$ cat config.mk
export PLATFORM = sky130hd
export DESIGN_NAME = bus_register_bank_flat
export DESIGN_NICKNAME = d
export VERILOG_FILES = /design/src/rtl/bus_register_bank_if.sv /design/src/rtl/bus_register_bank.sv /design/src/flat_wrapper.sv
export SDC_FILE = /design/constraint.sdc
export NUM_CORES = 2
export LEC_CHECK = 0
export BUFFER_PORTS_ARGS = -buffer_cell sky130_fd_sc_hd__buf_2
export CAP_MARGIN = 25
export CORE_AREA = 2 2 344 346
export CTS_CLUSTER_SIZE = 40
export DETAILED_ROUTE_END_ITERATION = 16
export DIE_AREA = 0 0 346 348
export GPL_TIMING_DRIVEN = 0
export SLEW_MARGIN = 0
export SYNTH_ARGS = -nofsm -noshare
export SYNTH_HDL_FRONTEND = slang
export SYNTH_SLANG_ARGS = --single-unit
$ cat constraint.sdc
create_clock -name clock -period 4.7 [get_ports clock]
set_clock_uncertainty 0.1 [all_clocks]
set_input_delay 1.175 -clock clock [delete_from_list [all_inputs] [get_ports clock]]
set_output_delay 1.175 -clock clock [all_outputs]
set_load 0.005 [all_outputs]
$ cat src/rtl/bus_register_bank_if.sv
// ---------------------------------------------------------------------------
// bus_register_bank_if
//
// Groups the datapath-bus signals exchanged between the register bank and
// the rest of the datapath (controller, ALU, memory, bus mux).
//
//   Control / data into the bank:
//     BusMuxOut, in_select, in_en   - bus write to a selected register
//     Z_in, Zdata                   - 64-bit ALU result into Zhigh/Zlow
//     MDR_in, mem_read, Mdata_in    - MDR load and its source select
//     MAR_in                        - MAR load from the bus
//     PC_inc                        - PC increment
//     BAout                         - zero-gating of the R0 bus-mux input
//   Data out of the bank:
//     BusMuxIn_*                    - register contents feeding the bus mux
//     MAR_out                       - memory address
//     write_err                     - one-cycle pulse on an illegal write
//
// The slave modport belongs to the register bank and the master modport
// belongs to whatever drives it.
// ---------------------------------------------------------------------------
interface bus_register_bank_if #(
    parameter int DATA_WIDTH = 32
);
    logic [DATA_WIDTH-1:0]   BusMuxOut;
    logic [4:0]              in_select;
    logic                    in_en;
    logic                    Z_in;
    logic [2*DATA_WIDTH-1:0] Zdata;
    logic                    MDR_in;
    logic                    mem_read;
    logic [DATA_WIDTH-1:0]   Mdata_in;
    logic                    MAR_in;
    logic                    PC_inc;
    logic                    BAout;

    logic [DATA_WIDTH-1:0]   BusMuxIn_R0,  BusMuxIn_R1,  BusMuxIn_R2,  BusMuxIn_R3;
    logic [DATA_WIDTH-1:0]   BusMuxIn_R4,  BusMuxIn_R5,  BusMuxIn_R6,  BusMuxIn_R7;
    logic [DATA_WIDTH-1:0]   BusMuxIn_R8,  BusMuxIn_R9,  BusMuxIn_R10, BusMuxIn_R11;
    logic [DATA_WIDTH-1:0]   BusMuxIn_R12, BusMuxIn_R13, BusMuxIn_R14, BusMuxIn_R15;
    logic [DATA_WIDTH-1:0]   BusMuxIn_HI,  BusMuxIn_LO;
    logic [DATA_WIDTH-1:0]   BusMuxIn_Zhigh, BusMuxIn_Zlow;
    logic [DATA_WIDTH-1:0]   BusMuxIn_PC,  BusMuxIn_MDR;
    logic [DATA_WIDTH-1:0]   MAR_out;
    logic                    write_err;

    modport slave (
        input  BusMuxOut, in_select, in_en, Z_in, Zdata, MDR_in, mem_read,
               Mdata_in, MAR_in, PC_inc, BAout,
        output BusMuxIn_R0, BusMuxIn_R1, BusMuxIn_R2, BusMuxIn_R3,
               BusMuxIn_R4, BusMuxIn_R5, BusMuxIn_R6, BusMuxIn_R7,
               BusMuxIn_R8, BusMuxIn_R9, BusMuxIn_R10, BusMuxIn_R11,
               BusMuxIn_R12, BusMuxIn_R13, BusMuxIn_R14, BusMuxIn_R15,
               BusMuxIn_HI, BusMuxIn_LO, BusMuxIn_Zhigh, BusMuxIn_Zlow,
               BusMuxIn_PC, BusMuxIn_MDR, MAR_out, write_err
    );

    modport master (
        output BusMuxOut, in_select, in_en, Z_in, Zdata, MDR_in, mem_read,
               Mdata_in, MAR_in, PC_inc, BAout,
        input  BusMuxIn_R0, BusMuxIn_R1, BusMuxIn_R2, BusMuxIn_R3,
               BusMuxIn_R4, BusMuxIn_R5, BusMuxIn_R6, BusMuxIn_R7,
               BusMuxIn_R8, BusMuxIn_R9, BusMuxIn_R10, BusMuxIn_R11,
               BusMuxIn_R12, BusMuxIn_R13, BusMuxIn_R14, BusMuxIn_R15,
               BusMuxIn_HI, BusMuxIn_LO, BusMuxIn_Zhigh, BusMuxIn_Zlow,
               BusMuxIn_PC, BusMuxIn_MDR, MAR_out, write_err
    );
endinterface

$ cat src/rtl/bus_register_bank.sv
// ---------------------------------------------------------------------------
// bus_register_bank
//
// Write side of the datapath bus. Holds R0-R15, HI, LO, Zhigh, Zlow, PC,
// MDR and MAR, loads them from the bus (or from their dedicated sources) on
// the rising clock edge, and presents their contents as bus-mux inputs.
//
// Ports:
//   clock - rising-edge clock
//   clear - synchronous active-high reset, dominates every load
//   bus   - bus_register_bank_if.slave (bus write, Z/MDR/MAR/PC controls,
//           register outputs, write_err)
//
// Destination codes (same as the bus-mux source select):
//   0-15 R0-R15, 16 HI, 17 LO, 20 PC, 21 MDR; every other code is illegal
//   for a bus write and raises write_err for one cycle.
// ---------------------------------------------------------------------------
module bus_register_bank #(
    parameter int DATA_WIDTH = 32
) (
    input  logic                       clock,
    input  logic                       clear,
    bus_register_bank_if.slave         bus
);
    logic [DATA_WIDTH-1:0] gpr_q [16];
    logic [DATA_WIDTH-1:0] gpr_d [16];
    logic [DATA_WIDTH-1:0] hi_q, hi_d;
    logic [DATA_WIDTH-1:0] lo_q, lo_d;
    logic [DATA_WIDTH-1:0] zhigh_q, zhigh_d;
    logic [DATA_WIDTH-1:0] zlow_q, zlow_d;
    logic [DATA_WIDTH-1:0] pc_q, pc_d;
    logic [DATA_WIDTH-1:0] mdr_q, mdr_d;
    logic [DATA_WIDTH-1:0] mar_q, mar_d;
    logic                  write_err_q, write_err_d;

    // Next-state computation. Assignment order encodes the priorities:
    // a bus write to PC overrides the increment, and a memory-sourced MDR
    // load overrides a bus write to MDR.
    always_comb begin
        gpr_d       = gpr_q;
        hi_d        = hi_q;
        lo_d        = lo_q;
        zhigh_d     = zhigh_q;
        zlow_d      = zlow_q;
        mdr_d       = mdr_q;
        mar_d       = mar_q;
        write_err_d = 1'b0;
        pc_d        = bus.PC_inc ? pc_q + DATA_WIDTH'(1) : pc_q;

        if (bus.in_en) begin
            if (!bus.in_select[4]) begin
                gpr_d[bus.in_select[3:0]] = bus.BusMuxOut;
            end else begin
                case (bus.in_select[3:0])
                    4'd0:    hi_d        = bus.BusMuxOut;
                    4'd1:    lo_d        = bus.BusMuxOut;
                    4'd4:    pc_d        = bus.BusMuxOut;
                    4'd5:    mdr_d       = bus.BusMuxOut;
                    default: write_err_d = 1'b1;
                endcase
            end
        end

        if (bus.MDR_in) begin
            mdr_d = bus.mem_read ? bus.Mdata_in : bus.BusMuxOut;
        end

        if (bus.Z_in) begin
            zhigh_d = bus.Zdata[2*DATA_WIDTH-1:DATA_WIDTH];
            zlow_d  = bus.Zdata[DATA_WIDTH-1:0];
        end

        if (bus.MAR_in) begin
            mar_d = bus.BusMuxOut;
        end
    end

    // State registers with synchronous clear.
    always_ff @(posedge clock) begin
        if (clear) begin
            for (int i = 0; i < 16; i++) begin
                gpr_q[i] <= '0;
            end
            hi_q        <= '0;
            lo_q        <= '0;
            zhigh_q     <= '0;
            zlow_q      <= '0;
            pc_q        <= '0;
            mdr_q       <= '0;
            mar_q       <= '0;
            write_err_q <= 1'b0;
        end else begin
            for (int i = 0; i < 16; i++) begin
                gpr_q[i] <= gpr_d[i];
            end
            hi_q        <= hi_d;
            lo_q        <= lo_d;
            zhigh_q     <= zhigh_d;
            zlow_q      <= zlow_d;
            pc_q        <= pc_d;
            mdr_q       <= mdr_d;
            mar_q       <= mar_d;
            write_err_q <= write_err_d;
        end
    end

    // R0 reads as zero while BAout is asserted (base-address gating); the
    // stored value is untouched.
    assign bus.BusMuxIn_R0    = bus.BAout ? '0 : gpr_q[0];
    assign bus.BusMuxIn_R1    = gpr_q[1];
    assign bus.BusMuxIn_R2    = gpr_q[2];
    assign bus.BusMuxIn_R3    = gpr_q[3];
    assign bus.BusMuxIn_R4    = gpr_q[4];
    assign bus.BusMuxIn_R5    = gpr_q[5];
    assign bus.BusMuxIn_R6    = gpr_q[6];
    assign bus.BusMuxIn_R7    = gpr_q[7];
    assign bus.BusMuxIn_R8    = gpr_q[8];
    assign bus.BusMuxIn_R9    = gpr_q[9];
    assign bus.BusMuxIn_R10   = gpr_q[10];
    assign bus.BusMuxIn_R11   = gpr_q[11];
    assign bus.BusMuxIn_R12   = gpr_q[12];
    assign bus.BusMuxIn_R13   = gpr_q[13];
    assign bus.BusMuxIn_R14   = gpr_q[14];
    assign bus.BusMuxIn_R15   = gpr_q[15];
    assign bus.BusMuxIn_HI    = hi_q;
    assign bus.BusMuxIn_LO    = lo_q;
    assign bus.BusMuxIn_Zhigh = zhigh_q;
    assign bus.BusMuxIn_Zlow  = zlow_q;
    assign bus.BusMuxIn_PC    = pc_q;
    assign bus.BusMuxIn_MDR   = mdr_q;
    assign bus.MAR_out        = mar_q;
    assign bus.write_err      = write_err_q;

endmodule

$ cat src/flat_wrapper.sv
// flat-port wrapper written by rule: the top's interface ports become plain ports
module bus_register_bank_flat 
#(
    parameter int DATA_WIDTH = 32
)
  (clock, clear, bus_BusMuxOut, bus_in_select, bus_in_en, bus_Z_in, bus_Zdata, bus_MDR_in, bus_mem_read, bus_Mdata_in, bus_MAR_in, bus_PC_inc, bus_BAout, bus_BusMuxIn_R0, bus_BusMuxIn_R1, bus_BusMuxIn_R2, bus_BusMuxIn_R3, bus_BusMuxIn_R4, bus_BusMuxIn_R5, bus_BusMuxIn_R6, bus_BusMuxIn_R7, bus_BusMuxIn_R8, bus_BusMuxIn_R9, bus_BusMuxIn_R10, bus_BusMuxIn_R11, bus_BusMuxIn_R12, bus_BusMuxIn_R13, bus_BusMuxIn_R14, bus_BusMuxIn_R15, bus_BusMuxIn_HI, bus_BusMuxIn_LO, bus_BusMuxIn_Zhigh, bus_BusMuxIn_Zlow, bus_BusMuxIn_PC, bus_BusMuxIn_MDR, bus_MAR_out, bus_write_err);
  bus_register_bank_if #(.DATA_WIDTH(DATA_WIDTH)) bus_i ();
  input  logic clock;
  input  logic clear;
  input wire logic [$bits(bus_i.BusMuxOut)-1:0] bus_BusMuxOut;
  input wire logic [$bits(bus_i.in_select)-1:0] bus_in_select;
  input wire logic [$bits(bus_i.in_en)-1:0] bus_in_en;
  input wire logic [$bits(bus_i.Z_in)-1:0] bus_Z_in;
  input wire logic [$bits(bus_i.Zdata)-1:0] bus_Zdata;
  input wire logic [$bits(bus_i.MDR_in)-1:0] bus_MDR_in;
  input wire logic [$bits(bus_i.mem_read)-1:0] bus_mem_read;
  input wire logic [$bits(bus_i.Mdata_in)-1:0] bus_Mdata_in;
  input wire logic [$bits(bus_i.MAR_in)-1:0] bus_MAR_in;
  input wire logic [$bits(bus_i.PC_inc)-1:0] bus_PC_inc;
  input wire logic [$bits(bus_i.BAout)-1:0] bus_BAout;
  output wire logic [$bits(bus_i.BusMuxIn_R0)-1:0] bus_BusMuxIn_R0;
  output wire logic [$bits(bus_i.BusMuxIn_R1)-1:0] bus_BusMuxIn_R1;
  output wire logic [$bits(bus_i.BusMuxIn_R2)-1:0] bus_BusMuxIn_R2;
  output wire logic [$bits(bus_i.BusMuxIn_R3)-1:0] bus_BusMuxIn_R3;
  output wire logic [$bits(bus_i.BusMuxIn_R4)-1:0] bus_BusMuxIn_R4;
  output wire logic [$bits(bus_i.BusMuxIn_R5)-1:0] bus_BusMuxIn_R5;
  output wire logic [$bits(bus_i.BusMuxIn_R6)-1:0] bus_BusMuxIn_R6;
  output wire logic [$bits(bus_i.BusMuxIn_R7)-1:0] bus_BusMuxIn_R7;
  output wire logic [$bits(bus_i.BusMuxIn_R8)-1:0] bus_BusMuxIn_R8;
  output wire logic [$bits(bus_i.BusMuxIn_R9)-1:0] bus_BusMuxIn_R9;
  output wire logic [$bits(bus_i.BusMuxIn_R10)-1:0] bus_BusMuxIn_R10;
  output wire logic [$bits(bus_i.BusMuxIn_R11)-1:0] bus_BusMuxIn_R11;
  output wire logic [$bits(bus_i.BusMuxIn_R12)-1:0] bus_BusMuxIn_R12;
  output wire logic [$bits(bus_i.BusMuxIn_R13)-1:0] bus_BusMuxIn_R13;
  output wire logic [$bits(bus_i.BusMuxIn_R14)-1:0] bus_BusMuxIn_R14;
  output wire logic [$bits(bus_i.BusMuxIn_R15)-1:0] bus_BusMuxIn_R15;
  output wire logic [$bits(bus_i.BusMuxIn_HI)-1:0] bus_BusMuxIn_HI;
  output wire logic [$bits(bus_i.BusMuxIn_LO)-1:0] bus_BusMuxIn_LO;
  output wire logic [$bits(bus_i.BusMuxIn_Zhigh)-1:0] bus_BusMuxIn_Zhigh;
  output wire logic [$bits(bus_i.BusMuxIn_Zlow)-1:0] bus_BusMuxIn_Zlow;
  output wire logic [$bits(bus_i.BusMuxIn_PC)-1:0] bus_BusMuxIn_PC;
  output wire logic [$bits(bus_i.BusMuxIn_MDR)-1:0] bus_BusMuxIn_MDR;
  output wire logic [$bits(bus_i.MAR_out)-1:0] bus_MAR_out;
  output wire logic [$bits(bus_i.write_err)-1:0] bus_write_err;
  assign bus_i.BusMuxOut = bus_BusMuxOut;
  assign bus_i.in_select = bus_in_select;
  assign bus_i.in_en = bus_in_en;
  assign bus_i.Z_in = bus_Z_in;
  assign bus_i.Zdata = bus_Zdata;
  assign bus_i.MDR_in = bus_MDR_in;
  assign bus_i.mem_read = bus_mem_read;
  assign bus_i.Mdata_in = bus_Mdata_in;
  assign bus_i.MAR_in = bus_MAR_in;
  assign bus_i.PC_inc = bus_PC_inc;
  assign bus_i.BAout = bus_BAout;
  assign bus_BusMuxIn_R0 = bus_i.BusMuxIn_R0;
  assign bus_BusMuxIn_R1 = bus_i.BusMuxIn_R1;
  assign bus_BusMuxIn_R2 = bus_i.BusMuxIn_R2;
  assign bus_BusMuxIn_R3 = bus_i.BusMuxIn_R3;
  assign bus_BusMuxIn_R4 = bus_i.BusMuxIn_R4;
  assign bus_BusMuxIn_R5 = bus_i.BusMuxIn_R5;
  assign bus_BusMuxIn_R6 = bus_i.BusMuxIn_R6;
  assign bus_BusMuxIn_R7 = bus_i.BusMuxIn_R7;
  assign bus_BusMuxIn_R8 = bus_i.BusMuxIn_R8;
  assign bus_BusMuxIn_R9 = bus_i.BusMuxIn_R9;
  assign bus_BusMuxIn_R10 = bus_i.BusMuxIn_R10;
  assign bus_BusMuxIn_R11 = bus_i.BusMuxIn_R11;
  assign bus_BusMuxIn_R12 = bus_i.BusMuxIn_R12;
  assign bus_BusMuxIn_R13 = bus_i.BusMuxIn_R13;
  assign bus_BusMuxIn_R14 = bus_i.BusMuxIn_R14;
  assign bus_BusMuxIn_R15 = bus_i.BusMuxIn_R15;
  assign bus_BusMuxIn_HI = bus_i.BusMuxIn_HI;
  assign bus_BusMuxIn_LO = bus_i.BusMuxIn_LO;
  assign bus_BusMuxIn_Zhigh = bus_i.BusMuxIn_Zhigh;
  assign bus_BusMuxIn_Zlow = bus_i.BusMuxIn_Zlow;
  assign bus_BusMuxIn_PC = bus_i.BusMuxIn_PC;
  assign bus_BusMuxIn_MDR = bus_i.BusMuxIn_MDR;
  assign bus_MAR_out = bus_i.MAR_out;
  assign bus_write_err = bus_i.write_err;
  bus_register_bank #(.DATA_WIDTH(DATA_WIDTH)) u_core (.clock(clock), .clear(clear), .bus(bus_i));
endmodule
==> run metrics <==
run status finished, final reports clean; post-placement worst setup slack 0.5889 ns; critical path class input pin to primary output; slowest stage delay, CP 0.40 ns; number of synthesized register bits 737; aggregate global routing overflow 0; fraction of the cycle the final worst path needs 74.44%; cell taking the most area after synthesis sky130_fd_sc_hd__dfxtp_1; fmax 0.2858 GHz; library cell contributing the largest single delay on the critical path sky130_fd_sc_hd__nor2b_1; multiplexer share of the synthesized area 3.212%; critical path, cell by cell buf_2, clkbuf_1, nor2b_1, buf_2; Synth Instances 3813; final hold violations 0; total vias in the final route 29750; crit path launch type input pin; worst-path maximum fanout 10; number of global-route vias before repair 27610; Internal Dissipation 10.30 mW; Async S/R FF share, synth 0%; arithmetic-cell share of the synthesized area counting full adders, half adders and majority gates 0.04139%; Switching Power 3.676 mW; layout cell share with drive strength beyond 1 31.33%; count of endpoints failing setup in the final report 0; post-synthesis xor/xnor area fraction 0.7822%; Global Route Usage Sum 23.80%; final-stage net count 4937; RSZ-0062 raised after global routing no; Starting DRT DRC Count 2413; fin crit period 3.499 ns; leading cell type in the layout, fill and taps excluded sky130_fd_sc_hd__nand2_1; Gate power share 7.4%; clock sinks 737; Post-CTS Setup Repair Bufs 0; Synth area leaders sky130_fd_sc_hd__dfxtp_1 (49%), sky130_fd_sc_hd__nand2_1 (15%), sky130_fd_sc_hd__buf_4 (12%); half-perimeter wire length of the detailed placement result 118400 µm; predominant post-synthesis flop cell sky130_fd_sc_hd__dfxtp_1; WHS Path Cells 2; dominant combinational cell family by area after synthesis simple AND/OR/NAND/NOR gates; max-cap check violation count 0; number of pins exceeding their max-slew limit in the final report 0; area occupied by registers 14750 µm²; syn avg cell area 7.929 µm²; Skew-Pair Late Insertion Delay 0.67 ns; Clock transition at path regs 0.06 ns; worst-case setup margin in the final layout 1.201 ns; residual DRC count 0; critical path's most frequent cell sky130_fd_sc_hd__buf_2; Syn. warnings 0; drt pass-1 iters 6; die area 120400 µm²; via density per instance 4.648; Hold WC Path Type flip-flop to flip-flop; number of buffers added to fix hold violations after cts 0; summed instance area of the synthesized netlist 30230 µm²; Hold WS 0.3500 ns; depth of the worst register-to-register path 6; number of filler cells placed in the layout 12540; commonest non-fill, non-tap cells in the layout sky130_fd_sc_hd__nand2_1 (1208), sky130_fd_sc_hd__buf_2 (873), sky130_fd_sc_hd__dfxtp_1 (737), sky130_fd_sc_hd__a21oi_1 (576), sky130_fd_sc_hd__buf_4 (482); master cell of the clock root buffer sky130_fd_sc_hd__clkbuf_16; clock share of power 46.6%; required time of the critical path 3.42 ns; Worst EP arrival 2.22 ns; antenna-violating nets left 0; number of antenna violations at the first check in global routing 22; number of buffers created by CTS 84; share of synthesized area occupied by flip-flops and latches 48.80%; number of enable flip-flop cells after synthesis 0; part of the power in registers 46.0%; number of placement rows 126; reg-to-reg slack, setup 2.01 ns; final total negative setup slack 0 ns; CTS tree yes; Post-Synthesis Net Count 3956; proportion of netlist area held by the largest area contributor 48.80%; pin count of the biggest net entering global routing 14; Worst Hold End u_core.gpr_q[494]$_SDFFE_PP0P_; starting density of the core 25.84%; origin of the critical flop-to-flop path u_core.bus.BusMuxIn_PC[3]$_SDFF_PP0_; net switching share of the total power 26.30%; reg-to-reg critical path endpoint u_core.bus.BusMuxIn_PC[31]$_SDFF_PP0_; die extent in x 346 µm; H-tree levels 3; largest voltage drop on the vdd net 280.9 µV; Unique masters post-synth 38; final core utilization 33.80%; max_slew headroom 17.39%; number of gates resized after cts 0; placed standard-cell area 36790 µm²; start point of the worst min-delay path u_core.gpr_q[494]$_SDFFE_PP0P_; power density of the placed cells 353.5 nW/µm²; average wire per standard cell 23.61 µm; area occupied by multi-input gates 10720 µm²; area of the core 117000 µm²; relative area change from synthesis to final layout 30.79%; Chip Height 348 µm; P_leak 17.56 nW; # IOs 879; buffer levels on the longest clock path 3; first-pass GRT wire length 204100 µm; capturing element type of the critical path primary output; simple logic cell fraction of the synthesized area 20.00%; port bufs 871; Non-Filler Cell Area, Final 39540 µm²; final weighted congestion in routability-driven placement 0.8796; final wirelength 151100 µm; transition time at the pin with the least slew margin 1.239 ns; complex-gate fraction of the synthesized area 11.39%
## worst max-delay path by stage
stage | endpoint | cells after the start | start | slack (ns)
6_report | bus_BusMuxIn_R0[1] | 4 | bus_BAout | 1.20
4_1_cts | bus_BusMuxIn_R0[1] | 4 | bus_BAout | 1.27
5_1_grt | u_core.bus.BusMuxIn_MDR[15]$_SDFFE_PP0P_ | 6 | bus_in_select[3] | 1.17
3_5_place_dp | u_core.bus.BusMuxIn_MDR[17]$_SDFFE_PP0P_ | 6 | bus_in_select[3] | 0.59
2_1_floorplan | u_core.bus.BusMuxIn_PC[28]$_SDFF_PP0_ | 8 | bus_PC_inc | 1.85
3_3_place_gp | u_core.bus.BusMuxIn_HI[1]$_SDFFE_PP0P_ | 6 | bus_in_select[3] | 0.12
## worst max-delay path, delay by kind of cell
kind          cells  cell delay [ns]
simple gates      1             0.40
buf+inv           3             0.64
## sequential cells by signal (all words and copies together) (netlist names), 32 cells and up
name	cells
u_core.bus.BusMuxIn_R8	32
u_core.bus.BusMuxIn_R6	32
u_core.bus.BusMuxIn_R4	32
u_core.bus.BusMuxIn_R12	32
u_core.bus.BusMuxIn_R13	32
u_core.bus.BusMuxIn_R5	32
u_core.bus.BusMuxIn_R1	32
u_core.bus.BusMuxIn_R15	32
u_core.bus.BusMuxIn_R10	32
u_core.bus.BusMuxIn_PC	32
u_core.bus.BusMuxIn_LO	32
u_core.bus.BusMuxIn_R9	32
u_core.bus.BusMuxIn_R14	32
u_core.bus.BusMuxIn_R7	32
u_core.bus.BusMuxIn_MDR	32
u_core.bus.MAR_out	32
u_core.bus.BusMuxIn_R3	32
u_core.gpr_q	32
u_core.bus.BusMuxIn_R11	32
u_core.bus.BusMuxIn_Zhigh	32
u_core.bus.BusMuxIn_Zlow	32
u_core.bus.BusMuxIn_R2	32
u_core.bus.BusMuxIn_HI	32
## power groups by stage
| stage | logic (mW) | registers, mW | clock network [mW] |
|---|---|---|---|
| detailed placement | 1.03 | 6.56 | 0 |
| CTS | 1.03 | 6.43 | 6.61 |
| finish | 1.03 | 6.43 | 6.52 |
| global placement | 0.999 | 6.56 | 0 |
| floorplan | 0.427 | 6.56 | 0 |
| global route | 1.09 | 6.44 | 6.83 |
## cell type report
class	count	area share (%)
clock buffer	114	6.034
multi-input combinational	2291	27.11
antenna	13	0.08227
sequential	737	37.31
clock inverter	29	0.6930
tap	1536	4.860
timing repair buffer	895	11.84
inverter	4	0.03797
buffer	781	12.03
## metal layers
| layer | share of wire (%) | vias to the layer above | track usage (%) | routed length (µm) |
|---|---|---|---|---|
| li1 | - | 13760 | - | - |
| met1 | 42 | 14340 | 30.38 | 63390 |
| met2 | 46 | 1348 | 38.39 | 68950 |
| met3 | 7.9 | 296 | 5.351 | 11880 |
| met4 | 4.5 | 6 | 10.54 | 6861 |
| met5 | 0.024 | - | 0 | 36 |
## kinds of logic after synthesis
family	Yosys count
compound gates	645
simple gates	1521
fa+ha+maj	1
mux	97
buf+inv	785
xor+xnor	27
flops	737
## stage by stage
| stage | instances | power [mW] |
|---|---|---|
| 2_1_floorplan | 3813 | 6.983 |
| 3_3_place_gp | 6220 | 7.560 |
| 3_5_place_dp | 6240 | 7.593 |
| 4_1_cts | 6383 | 14.07 |
| 5_1_grt | 6389 | 14.36 |
| 6_report | 6400 | 13.98 |
## synthesized netlist by cell type, drive strengths merged, types with 3 or more instances
library cell and n:
a211oi 28, a21oi 576, a311oi 36, and3 5, buf 492, clkbuf 289, dfxtp 737, inv 4
mux2i 97, nand2 1208, nand3 49, nand3b 3, nand4 12, nor2 179, nor2b 35, nor3 11
nor4 4, o21ai 4, or3 6, xnor2 11, xor2 16
No activity file was read; power rests on OpenSTA's default activity.
